===== src/rtl/alu_seq_pkg.sv =====
// Sequencer state encoding and default multiply iteration count.
package alu_seq_pkg;
  typedef enum logic [1:0] {
    IDLE,
    EXEC,
    MUL,
    RESP
  } seqState_t;

  localparam int unsigned MUL_ITERS_DEFAULT = 32;
endpackage


===== src/rtl/cpu_types_pkg.sv =====
// Shared CPU word and ALU opcode types used by the ALU and everything that drives it.
package cpu_types_pkg;
  typedef logic [31:0] word_t;

  typedef enum logic [3:0] {
    ALU_SLL  = 4'h0,
    ALU_SRL  = 4'h1,
    ALU_ADD  = 4'h2,
    ALU_SUB  = 4'h3,
    ALU_AND  = 4'h4,
    ALU_OR   = 4'h5,
    ALU_XOR  = 4'h6,
    ALU_NOR  = 4'h7,
    ALU_SLT  = 4'h8,
    ALU_SLTU = 4'h9
  } aluop_t;
endpackage


===== src/rtl/alu_if.sv =====
// ALU operand/result bundle; tb modport drives operands, alu modport produces results.
interface alu_if;
  import cpu_types_pkg::*;

  word_t       portA;
  word_t       portB;
  logic [3:0]  ALUOP;
  word_t       portOut;
  logic        neg_flag;
  logic        zero_flag;
  logic        of_flag;

  modport tb  (output portA, portB, ALUOP, input  portOut, neg_flag, zero_flag, of_flag);
  modport alu (input  portA, portB, ALUOP, output portOut, neg_flag, zero_flag, of_flag);
endinterface


===== src/rtl/alu.sv =====
// Combinational ALU; unknown opcodes yield zero. Overflow is signed and only set by ADD/SUB.
module alu
  import cpu_types_pkg::*;
(
  alu_if.alu aluif
);
  word_t res;
  logic  of;

  always_comb begin
    res = '0;
    of  = 1'b0;
    case (aluif.ALUOP)
      ALU_SLL:  res = aluif.portA << aluif.portB[4:0];
      ALU_SRL:  res = aluif.portA >> aluif.portB[4:0];
      ALU_ADD: begin
        res = aluif.portA + aluif.portB;
        of  = (aluif.portA[31] == aluif.portB[31]) && (res[31] != aluif.portA[31]);
      end
      ALU_SUB: begin
        res = aluif.portA - aluif.portB;
        of  = (aluif.portA[31] != aluif.portB[31]) && (res[31] != aluif.portA[31]);
      end
      ALU_AND:  res = aluif.portA & aluif.portB;
      ALU_OR:   res = aluif.portA | aluif.portB;
      ALU_XOR:  res = aluif.portA ^ aluif.portB;
      ALU_NOR:  res = ~(aluif.portA | aluif.portB);
      ALU_SLT:  res = {31'b0, $signed(aluif.portA) < $signed(aluif.portB)};
      ALU_SLTU: res = {31'b0, aluif.portA < aluif.portB};
      default:  res = '0;
    endcase
  end

  assign aluif.portOut   = res;
  assign aluif.neg_flag  = res[31];
  assign aluif.zero_flag = (res == '0);
  assign aluif.of_flag   = of;
endmodule


===== src/rtl/alu_seq_mul_dp.sv =====
// Shift-add multiply datapath: acc/mcand/mplier/count registers and loop exit condition.
// ALU_SEQ_MUL_EARLY_EN: also exit once the remaining multiplier bits are all zero.
module alu_seq_mul_dp
  import cpu_types_pkg::*;
#(
  parameter int unsigned MUL_ITERS = 32
) (
  input  logic  clk,
  input  logic  rst,
  input  logic  load,
  input  logic  step,
  input  word_t mcandIn,
  input  word_t mplierIn,
  input  word_t aluSum,
  output word_t acc,
  output word_t mcand,
  output word_t accNext,
  output logic  done
);
  localparam int unsigned CW = (MUL_ITERS > 1) ? $clog2(MUL_ITERS) : 1;

  logic [CW-1:0] count;
  word_t         mplier;
  word_t         mplierNext;
  logic          lastIter;

  // aluSum is acc + mcand this cycle; keep it only when the current multiplier bit is set
  assign accNext    = mplier[0] ? aluSum : acc;
  assign mplierNext = mplier >> 1;
  assign lastIter   = (count == CW'(MUL_ITERS - 1));

`ifdef ALU_SEQ_MUL_EARLY_EN
  assign done = lastIter || (mplierNext == '0);
`else
  assign done = lastIter;
`endif

  always_ff @(posedge clk) begin
    if (rst) begin
      acc    <= '0;
      mcand  <= '0;
      mplier <= '0;
      count  <= '0;
    end else if (load) begin
      acc    <= '0;
      mcand  <= mcandIn;
      mplier <= mplierIn;
      count  <= '0;
    end else if (step) begin
      acc    <= accNext;
      mcand  <= mcand << 1;
      mplier <= mplierNext;
      count  <= count + CW'(1);
    end
  end
endmodule


===== src/rtl/alu_op_sequencer.sv =====
// Request/response front end that drives an ALU via alu_if; multiply is an iterative ADD loop.
// ALU_SEQ_MUL_EARLY_EN shortens multiply latency when the multiplier runs out of set bits.
module alu_op_sequencer
  import cpu_types_pkg::*;
  import alu_seq_pkg::*;
#(
  parameter int unsigned MUL_ITERS = MUL_ITERS_DEFAULT
) (
  input  logic        CLK,
  input  logic        RST,
  input  logic        req_valid,
  output logic        req_ready,
  input  logic        req_mul,
  input  logic [3:0]  req_op,
  input  logic [31:0] req_a,
  input  logic [31:0] req_b,
  output logic        rsp_valid,
  input  logic        rsp_ready,
  output logic [31:0] rsp_data,
  output logic        rsp_neg,
  output logic        rsp_zero,
  output logic        rsp_of,
  alu_if.tb           aluif
);
  seqState_t  state;
  word_t      opA;
  word_t      opB;
  logic [3:0] op;
  word_t      acc;
  word_t      mcand;
  word_t      accNext;
  logic       mulDone;
  logic       accept;

  assign accept = req_valid && req_ready && (state == IDLE);

  alu_seq_mul_dp #(.MUL_ITERS(MUL_ITERS)) mulDp (
    .clk      (CLK),
    .rst      (RST),
    .load     (accept && req_mul),
    .step     (state == MUL),
    .mcandIn  (req_a),
    .mplierIn (req_b),
    .aluSum   (aluif.portOut),
    .acc      (acc),
    .mcand    (mcand),
    .accNext  (accNext),
    .done     (mulDone)
  );

  always_comb begin
    aluif.portA = '0;
    aluif.portB = '0;
    aluif.ALUOP = 4'h0;
    case (state)
      EXEC: begin
        aluif.portA = opA;
        aluif.portB = opB;
        aluif.ALUOP = op;
      end
      MUL: begin
        aluif.portA = acc;
        aluif.portB = mcand;
        aluif.ALUOP = ALU_ADD;
      end
      default: ;
    endcase
  end

  always_ff @(posedge CLK) begin
    if (RST) begin
      state     <= IDLE;
      req_ready <= 1'b1;
      rsp_valid <= 1'b0;
      rsp_data  <= '0;
      rsp_neg   <= 1'b0;
      rsp_zero  <= 1'b0;
      rsp_of    <= 1'b0;
      opA       <= '0;
      opB       <= '0;
      op        <= 4'h0;
    end else begin
      case (state)
        IDLE: begin
          if (accept) begin
            opA       <= req_a;
            opB       <= req_b;
            op        <= req_op;
            req_ready <= 1'b0;
            state     <= req_mul ? MUL : EXEC;
          end
        end
        EXEC: begin
          rsp_data  <= aluif.portOut;
          rsp_neg   <= aluif.neg_flag;
          rsp_zero  <= aluif.zero_flag;
          rsp_of    <= aluif.of_flag;
          rsp_valid <= 1'b1;
          state     <= RESP;
        end
        MUL: begin
          // Flags come from the final accumulator, not the ALU's last ADD
          if (mulDone) begin
            rsp_data  <= accNext;
            rsp_neg   <= accNext[31];
            rsp_zero  <= (accNext == '0);
            rsp_of    <= 1'b0;
            rsp_valid <= 1'b1;
            state     <= RESP;
          end
        end
        RESP: begin
          if (rsp_ready) begin
            rsp_valid <= 1'b0;
            req_ready <= 1'b1;
            state     <= IDLE;
          end
        end
        default: state <= IDLE;
      endcase
    end
  end
endmodule

===== src/flat_wrapper.sv =====
// flat-port wrapper written by rule: the top's interface ports become plain ports
module alu_op_sequencer_flat import cpu_types_pkg::*; import alu_seq_pkg::*;
#(
  parameter int unsigned MUL_ITERS = MUL_ITERS_DEFAULT
)
  (CLK, RST, req_valid, req_ready, req_mul, req_op, req_a, req_b, rsp_valid, rsp_ready, rsp_data, rsp_neg, rsp_zero, rsp_of, aluif_portA, aluif_portB, aluif_ALUOP, aluif_portOut, aluif_neg_flag, aluif_zero_flag, aluif_of_flag);
  alu_if aluif_i ();
  input  logic CLK;
  input  logic RST;
  input  logic req_valid;
  output logic req_ready;
  input  logic req_mul;
  input  logic [3:0] req_op;
  input  logic [31:0] req_a;
  input  logic [31:0] req_b;
  output logic rsp_valid;
  input  logic rsp_ready;
  output logic [31:0] rsp_data;
  output logic rsp_neg;
  output logic rsp_zero;
  output logic rsp_of;
  output wire logic [$bits(aluif_i.portA)-1:0] aluif_portA;
  output wire logic [$bits(aluif_i.portB)-1:0] aluif_portB;
  output wire logic [$bits(aluif_i.ALUOP)-1:0] aluif_ALUOP;
  input wire logic [$bits(aluif_i.portOut)-1:0] aluif_portOut;
  input wire logic [$bits(aluif_i.neg_flag)-1:0] aluif_neg_flag;
  input wire logic [$bits(aluif_i.zero_flag)-1:0] aluif_zero_flag;
  input wire logic [$bits(aluif_i.of_flag)-1:0] aluif_of_flag;
  assign aluif_portA = aluif_i.portA;
  assign aluif_portB = aluif_i.portB;
  assign aluif_ALUOP = aluif_i.ALUOP;
  assign aluif_i.portOut = aluif_portOut;
  assign aluif_i.neg_flag = aluif_neg_flag;
  assign aluif_i.zero_flag = aluif_zero_flag;
  assign aluif_i.of_flag = aluif_of_flag;
  alu_op_sequencer #(.MUL_ITERS(MUL_ITERS)) u_core (.CLK(CLK), .RST(RST), .req_valid(req_valid), .req_ready(req_ready), .req_mul(req_mul), .req_op(req_op), .req_a(req_a), .req_b(req_b), .rsp_valid(rsp_valid), .rsp_ready(rsp_ready), .rsp_data(rsp_data), .rsp_neg(rsp_neg), .rsp_zero(rsp_zero), .rsp_of(rsp_of), .aluif(aluif_i));
endmodule

===== config.mk =====
export PLATFORM = sky130hd
export DESIGN_NAME = alu_op_sequencer_flat
export DESIGN_NICKNAME = d
export VERILOG_FILES = /design/src/rtl/alu_seq_pkg.sv /design/src/rtl/cpu_types_pkg.sv /design/src/rtl/alu_if.sv /design/src/rtl/alu.sv /design/src/rtl/alu_seq_mul_dp.sv /design/src/rtl/alu_op_sequencer.sv /design/src/flat_wrapper.sv
export SDC_FILE = /design/constraint.sdc
export NUM_CORES = 1
export LEC_CHECK = 0
export BUFFER_PORTS_ARGS = -buffer_cell sky130_fd_sc_hd__buf_4
export CORE_UTILIZATION = 47
export DETAILED_ROUTE_END_ITERATION = 6
export GPL_ROUTABILITY_DRIVEN = 1
export PLACE_DENSITY = 0.71
export SYNTH_ARGS = -nofsm -noshare
export SYNTH_HDL_FRONTEND = slang
export SYNTH_SLANG_ARGS = --single-unit

===== constraint.sdc =====
create_clock -name CLK -period 2.6 [get_ports CLK]
set_clock_uncertainty 0.2 [all_clocks]
set_input_delay 0.26 -clock CLK [delete_from_list [all_inputs] [get_ports CLK]]
set_output_delay 0.26 -clock CLK [all_outputs]
set_load 0.05 [all_outputs]

# --- Word level (Yosys, flattened, before mapping) ---
# Cells that the tools add are included.
# Widths: inputs -> output; s select.
op_classes:
  add_sub_neg: 1
  n_eq_ne: 7
  n_mux: 27
  reduce_logical: 15
ops:
  columns: ["operator", "n"]
  rows:
  - ["$mux 32", 6]
  - ["$pmux 32 s2", 3]
  - ["$logic_not 32->1", 1]
  - ["$reduce_and 3->1", 3]
  - ["$mux 2", 4]
  - ["$pmux 1 s2", 4]
  - ["$pmux 2 s4", 1]
  - ["$pmux 4 s2", 1]
  - ["$mux 1", 7]
  - ["$reduce_bool 2->1", 3]
  - ["$add 5x1->5 const B", 1]
  - ["$eq 5x5->1 const B", 1]
  - ["$eq 2x2->1 const B", 2]
  - ["$ne 2x1->1 const B", 2]
  - ["$reduce_and 2->1", 2]
  - ["$logic_and 1x1->1", 3]
  - ["$pmux 1 s3", 1]
  - ["$reduce_bool 3->1", 1]
  - ["$eq 2x1->1 const B", 1]
  - ["$logic_not 2->1", 1]
  - ["$ne 2x2->1 const B", 1]
  - ["$reduce_or 2->1", 1]
word_totals:
  regBits: 208
  in_bits: 108
  out_inout_bits: 105

# --- Logic depth before layout (Yosys ltp) ---
# Gate-level depths: netlist of the first run.
logic_depth:
  ltp_word: 4
  ltp_mapped: 9

# --- Modules after synthesis ---
# A second synthesis of the first run with hierarchy kept.
hier_totals:
  cells_unflattened: 1135
  hier_area_um2: 10065.9
modules_own_cells:
  columns: ["module", "instances", "cells_per_inst", "area_per_inst_um2", "seq_area_each_um2"]
  rows:
  - ["alu_op_sequencer", 1, 653, 5217.5, 2142.1]
  - ["alu_seq_mul_dp", 1, 482, 4848.4, 2021.9]

# --- Worst setup path before layout of the first run ---
# OpenSTA, ideal clock, no wires.
synth_path:
  kind: "reg2out"
  start: "register u_core.state[1]"
  end: "output port aluif_portA[14]"
  t_arrival_ns: 2.079
  t_required_ns: 2.140
  setup_slack_ns: 0.061
  path_stages_with_launch: 8
  path_buffers: 3
  cell_sequence: "dfxtp_1 inv_1 ha_1 clkbuf_1 clkbuf_1 buf_1 a22oi_1 nor2b_1"
synth_via:
  elab_chain_cells: 2
  elab_cells_between_ends: 3
  classes_between: "eq/ne (2); mux (1)"
synth_rtl:
  columns: ["item", "line", "rtl"]
  rows:
  - ["from (decl)", "alu_op_sequencer.sv:25", "seqState_t state;"]
  - ["from (signal assigned)", "alu_op_sequencer.sv:90", "state <= req_mul ? MUL : EXEC;"]
  - ["$eq 2x2->1 / $eq 2x1->1 (equally long branches)", "alu_op_sequencer.sv:55", "case (state)"]
  - ["$pmux 32 s2 (*)", "alu_op_sequencer.sv:55", null]
  - ["to (decl)", "flat_wrapper.sv:22", "output wire logic [$bits(aluif_i.portA)-1:0] aluif_portA;"]
# Every way passes the cells marked *; elsewhere a longest branch is shown, timed or not.

# --- Worst setup path in the final report of the first run ---
layout_path:
  start: "register u_core.state[1]"
  end: "output port aluif_portA[10]"
# The elaborated chain is that of the path after synthesis.

==> results of run 1 <==
-- per-layer routing --
| metal | routed length (µm) | up-vias |
|---|---|---|
| met5 | 0 | - |
| met2 | 13300 | 319 |
| met1 | 13000 | 4260 |
| met4 | 597 | 0 |
| met3 | 1760 | 41 |
| li1 | - | 4486 |
-- cell families (layout without fill, tap and decap cells) --
logic type | Yosys count | in the layout | share of synthesized area
mux | 98 | 98 | 0.104
flops | 208 | 208 | 0.442
fa+ha+maj | 7 | 7 | 0.00931
xor+xnor | 3 | 3 | 0.00279
buf+inv | 106 | 397 | 0.0471
compound gates | 281 | 281 | 0.195
simple gates | 421 | 421 | 0.199
other cells | 0 | 2 | 0
-- Yosys cell counts (3+ instances only) --
| library cell | number |
|---|---|
| a211oi_1 | 93 |
| a21oi_1 | 111 |
| nand2_1 | 209 |
| buf_1 | 3 |
| or4_1 | 6 |
| nor2b_1 | 66 |
| o211ai_1 | 3 |
| o2bb2ai_1 | 5 |
| buf_2 | 24 |
| nand3_1 | 3 |
| and3_1 | 5 |
| nor2_1 | 105 |
| dfxtp_1 | 208 |
| inv_1 | 4 |
| clkbuf_1 | 72 |
| nor4_1 | 8 |
| a22oi_1 | 64 |
| nand2b_1 | 3 |
| mux2i_1 | 98 |
| ha_1 | 7 |
-- path summary, 6_finish.rpt --
kind | depth (start not counted) | startpoint | end | slack [ns]
max | 6 | u_core.state[1] | aluif_portA[10] | 0.04
min | 5 | req_valid | u_core.state[1] | 0.09
max reg2reg | 4 | u_core.mulDp.mplier[0] | u_core.rsp_zero | 0.34
min reg2reg | 2 | u_core.rsp_neg | u_core.rsp_neg | 0.25
-- flip-flops by register name, summed over array words and instances (netlist names) --
signal               cells
u_core.mulDp.acc        32
u_core.mulDp.mcand      32
u_core.mulDp.mplier     32
u_core.opA              32
u_core.opB              32
u_core.rsp_data         32
u_core.mulDp.count       5
u_core.op                4
u_core.state             2
u_core.req_ready         1
u_core.rsp_neg           1
u_core.rsp_of            1
u_core.rsp_valid         1
u_core.rsp_zero          1
-- critical path: stages (launching register included) --
cell,delay (ns)
dfxtp_2,0.35
inv_1,0.15
ha_2,0.26
buf_12,0.22
a22oi_1,0.11
nor2b_1,0.26
buf_6,0.21
-- timing repair --
item,4_1_cts,5_1_grt
pin swaps,2,1
hold endpoints to repair,200,0
setup buffers,4,4
endpoints found under the setup margin,63,66
hold buffers,107,0
cloned,0,0
gates resized for setup,3,10
-- report_power, final --
group	total [mW]	switching (mW)	internal, mW
logic	5.59	3.36	2.23
registers	4.28	0.450	3.83
clock network	3.56	1.30	2.26
-- cell type report --
type / instances / area, µm²
Fill cell: 1586 / 6230
Inverter: 4 / 15.0
Sequential cell: 208 / 4170
Multi-Input combinational cell: 810 / 4860
Tap cell: 265 / 332
Antenna cell: 2 / 5.00
Timing Repair Buffer: 352 / 3090
Clock buffer: 30 / 652
Clock inverter: 11 / 183
-- per-stage QoR --
step / worst slack [ns] / cells / utilization
finish: 0.0449 / 1682 / 0.681
CTS: 0.00132 / 1676 / 0.677
global route: -0.0553 / 1682 / 0.681
floorplan: 0.0613 / 1124 / -
detailed placement: 0.282 / 1524 / 0.577
global placement: 0.338 / 1524 / 0.577
==> flow_summary_export.csv, run 1 <==
group,metric,value,unit
detailed_routing,vias,9106,
timing,rsz0062_at_grt,"yes",
global_route,grt_pass1_vias,8788,
detailed_routing,detail_route.wl_per_cell,17.1,µm
detailed_routing,drt-pass1-iter-count,5,
clocking,cts-root-buf,"clkbuf_16",
clocking,cts_sinks,208,
die,die_x,144,µm
global_route,met2_usage,0.450,
global_route,grt-ovfl-total,0,
global_route,grt_max_degree,98,
synthesis,yosys_warnings,0,
global_route,grt_busiest_layer,"met2",
die,fp.dieH,144,µm
die,core-area,19500,µm²
clocking,htreeDepth,1,
synthesis,async_reset_ff_frac,0,
global_route,met1_usage,0.372,
timing,slew_viol_final,0,
layout,areaGrowthSynthToFinish,41.3,%
worst_setup_path,arrival,2.10,ns
worst_setup_path,crit_path_max_fanout,44,
power_and_ir_drop,p_leak,5.25,nW
synthesis,syn_avg_cell_area,8.37,µm²
placed_design,io_buffers,212,
clocking,tritoncts,"done",
global_route,grtUsageTotal,0.274,
synthesis,synth-main-ff-cell,"dfxtp_1",
run_status,status,"complete, no violations",
layout,fin_area,13300,µm²
timing,tightest_slew,0.760,ns
layout,final_common_cell,"buf_4",
synthesis,synth_cell_types,40,
worst_setup_path,startpoint_type,"flop",
power_and_ir_drop,ir_drop,512,µV
layout,fin_nets,1514,
timing,fin_crit_sh,0.983,
layout,final_cell_mix,"buf_4, nand2_1, dfxtp_1",
detailed_routing,wl,28700,µm
detailed_routing,antenna_left,0,
worst_setup_path,cp-end-kind,"output pin",
die,initial_core_util,0.482,
worst_hold_path,hold_class,"in2reg",
synthesis,netlist.area_leader.share,0.442,
job,drv_cap,0,
clocking,clkTransAtPathRegs,0.06,ns
power_and_ir_drop,p_total,13.4,mW
placed_design,hpwl,18500,µm
synthesis,netlist_top_cells_area,"dfxtp_1, mux2i_1, nand2_1, a211oi_1, a21oi_1",
placed_design,dpl_cell_area,11300,µm²
global_route,grt.met3_usage,0.0370,
timing,whs,0.0942,ns
die,die_area,20600,µm²
detailed_routing,drt_drc_violations_left,0,
clocking,cts_made_buffers,23,
detailed_routing,drt_iter0_drc,516,
timing,finalSetupTns,0,ns
global_route,antenna_found_initial,2,
synthesis,synth.largest_area_cell,"dfxtp_1",
global_route,grt_pass1_wl,45200,µm
detailed_routing,via_per_inst,5.41,
die,row_count,51,
worst_setup_path,critical_path_class,"reg2out",
synthesis,ys_seq_area_frac,0.442,
worst_setup_path,required,2.14,ns
synthesis,synth_edf_count,0,
placed_design,gp_congestion,0.867,
layout,drive_gt1_frac,0.211,
timing,setup_viol,0,
timing,min_period,2.56,ns
timing,max_freq,391,MHz
power_and_ir_drop,power_density,1010,nW/µm²
synthesis,syn_inst,1124,
clocking,clockBufferDepth,3,
timing,slew_headroom,0.493,
synthesis,ys_ff_latch,208,
synthesis,synth_area,9410,µm²
synthesis,synthesis.nets,1239,
clocking,clock_latency,0.51,ns
timing,hold_viol,0,
die,pin_count,213,
(Power assumes the default switching activity.)
==> run 2, diff against run 1 <==
Clock period 2.6 ns to 3.1 ns, I/O delays scaled along.
==> flow_summary_export.csv, run 2 (synthesis results as in run 1) <==
group,metric,value,unit
run_status,status,"complete, no violations",
global_route,grtUsageTotal,0.271,
clocking,cts-root-buf,"clkbuf_16",
clocking,cts_made_buffers,23,
global_route,antenna_found_initial,0,
clocking,clkTransAtPathRegs,0.06,ns
detailed_routing,detail_route.wl_per_cell,17.4,µm
die,row_count,51,
layout,drive_gt1_frac,0.200,
placed_design,gp_congestion,0.817,
timing,slew_viol_final,0,
timing,finalSetupTns,0,ns
layout,fin_nets,1496,
layout,fillers,1647,
timing,min_period,3.04,ns
die,pin_count,213,
timing,hold_viol,0,
detailed_routing,drt-pass1-iter-count,5,
die,die_area,20600,µm²
power_and_ir_drop,power_density,842,nW/µm²
power_and_ir_drop,ir_drop,442,µV
worst_setup_path,critical_path_class,"reg2out",
timing,max_freq,329,MHz
job,drv_cap,0,
placed_design,pre_cts_ws,0.612,ns
layout,antenna_cells,0,
detailed_routing,vias,9024,
timing,tightest_slew,0.816,ns
layout,seq_area,4160,µm²
worst_hold_path,hold_class,"in2reg",
layout,final_cell_mix,"buf_4, nand2_1, dfxtp_1",
placed_design,hpwl,18200,µm
detailed_routing,drt_drc_violations_left,0,
worst_setup_path,crit_path_max_fanout,66,
detailed_routing,via_per_inst,5.43,
timing,fin_crit_sh,0.981,
clocking,tritoncts,"done",
clocking,htreeDepth,1,
timing,setup_ws,0.0583,ns
power_and_ir_drop,p_leak,5.12,nW
worst_setup_path,required,2.59,ns
clocking,clock_latency,0.51,ns
worst_setup_path,cp-end-kind,"output pin",
layout,areaGrowthSynthToFinish,38.5,%
layout,final_common_cell,"buf_4",
detailed_routing,drt_iter0_drc,599,
global_route,grt_max_degree,113,
die,die_x,144,µm
detailed_routing,wl,28900,µm
global_route,grt-ovfl-total,0,
global_route,grt_pass1_vias,8434,
detailed_routing,antenna_left,0,
timing,slew_headroom,0.455,
die,fp.dieH,144,µm
global_route,grt_pass1_wl,44500,µm
worst_setup_path,arrival,2.53,ns
worst_setup_path,startpoint_type,"flop",
clocking,clockBufferDepth,3,
die,initial_core_util,0.482,
die,core-area,19500,µm²
clocking,cts_sinks,208,
placed_design,io_buffers,212,
layout,multi_input_area,4860,µm²
timing,setup_viol,0,
run 2: cell count changes in the layout (fill, tap and decap cells not counted), sizes merged:
cell and delta:
inv +2, clkinv +2, buf -16, dlygate4sd3 -2, clkinvlp +1, clkbuf -3, diode -2, bufinv -1
run 2: metal layers:
| layer | wire length (µm) | share of wire | GRT usage |
|---|---|---|---|
| met5 | 0 | 0 | 0 |
| met2 | 13300 | 0.46 | 0.439 |
| met3 | 1590 | 0.055 | 0.0323 |
| met1 | 13200 | 0.46 | 0.377 |
| met4 | 782 | 0.027 | 0.0812 |
run 2: worst paths after layout:
check / cells after the start / slack [ns] / from / endpoint
worst min register to register: 2 / 0.25 / u_core.op[0] / u_core.op[0]
worst min-delay path: 2 / 0.02 / RST / u_core.rsp_of
worst max register to register: 6 / 0.62 / u_core.state[0] / u_core.mulDp.mplier[15]
worst max-delay path: 6 / 0.06 / u_core.state[0] / aluif_portB[22]
run 2: worst max-delay path: stages, from the launching register on:
cell and delay (ns):
dfxtp_1 0.37, inv_1 0.22, ha_4 0.41, buf_12 0.34, a22oi_1 0.19, nor2b_1 0.17
buf_4 0.22
run 2: final cells by class:
cell class,instances,share of cell area
clock inverters,15,0.0144
flip-flops and latches,208,0.320
clock buffers,27,0.0476
repair buffers,334,0.219
multi-input cells,810,0.373
inverters,4,0.00115
well taps,265,0.0254
run 2: power breakdown:
group / leakage, nW / internal, mW / switching, mW / total, mW
registers: 1.70 / 3.21 / 0.401 / 3.61
clock network: 0.399 / 1.77 / 1.13 / 2.90
logic: 3.02 / 1.71 / 2.74 / 4.45
run 2: repair_timing:
| action | 4_1_cts | 5_1_grt |
|---|---|---|
| gates resized for setup | 0 | 2 |
| setup buffers | 0 | 1 |
| hold buffers | 105 | 0 |
| endpoints found under the hold margin | 192 | 0 |
| endpoints found under the setup margin | 0 | 31 |
run 2: per-stage QoR:
stage	cell area [µm²]	hold WS, ns	std cells	power, mW	util
global route	13000	0.0345	1663	11.5	0.667
finish	13000	0.0210	1663	11.0	0.667
CTS	13000	0.00138	1662	10.9	0.665
global placement	11100	0.240	1515	7.79	0.570
floorplan	9410	0.232	1124	6.71	-
detailed placement	11100	0.245	1515	7.86	0.570
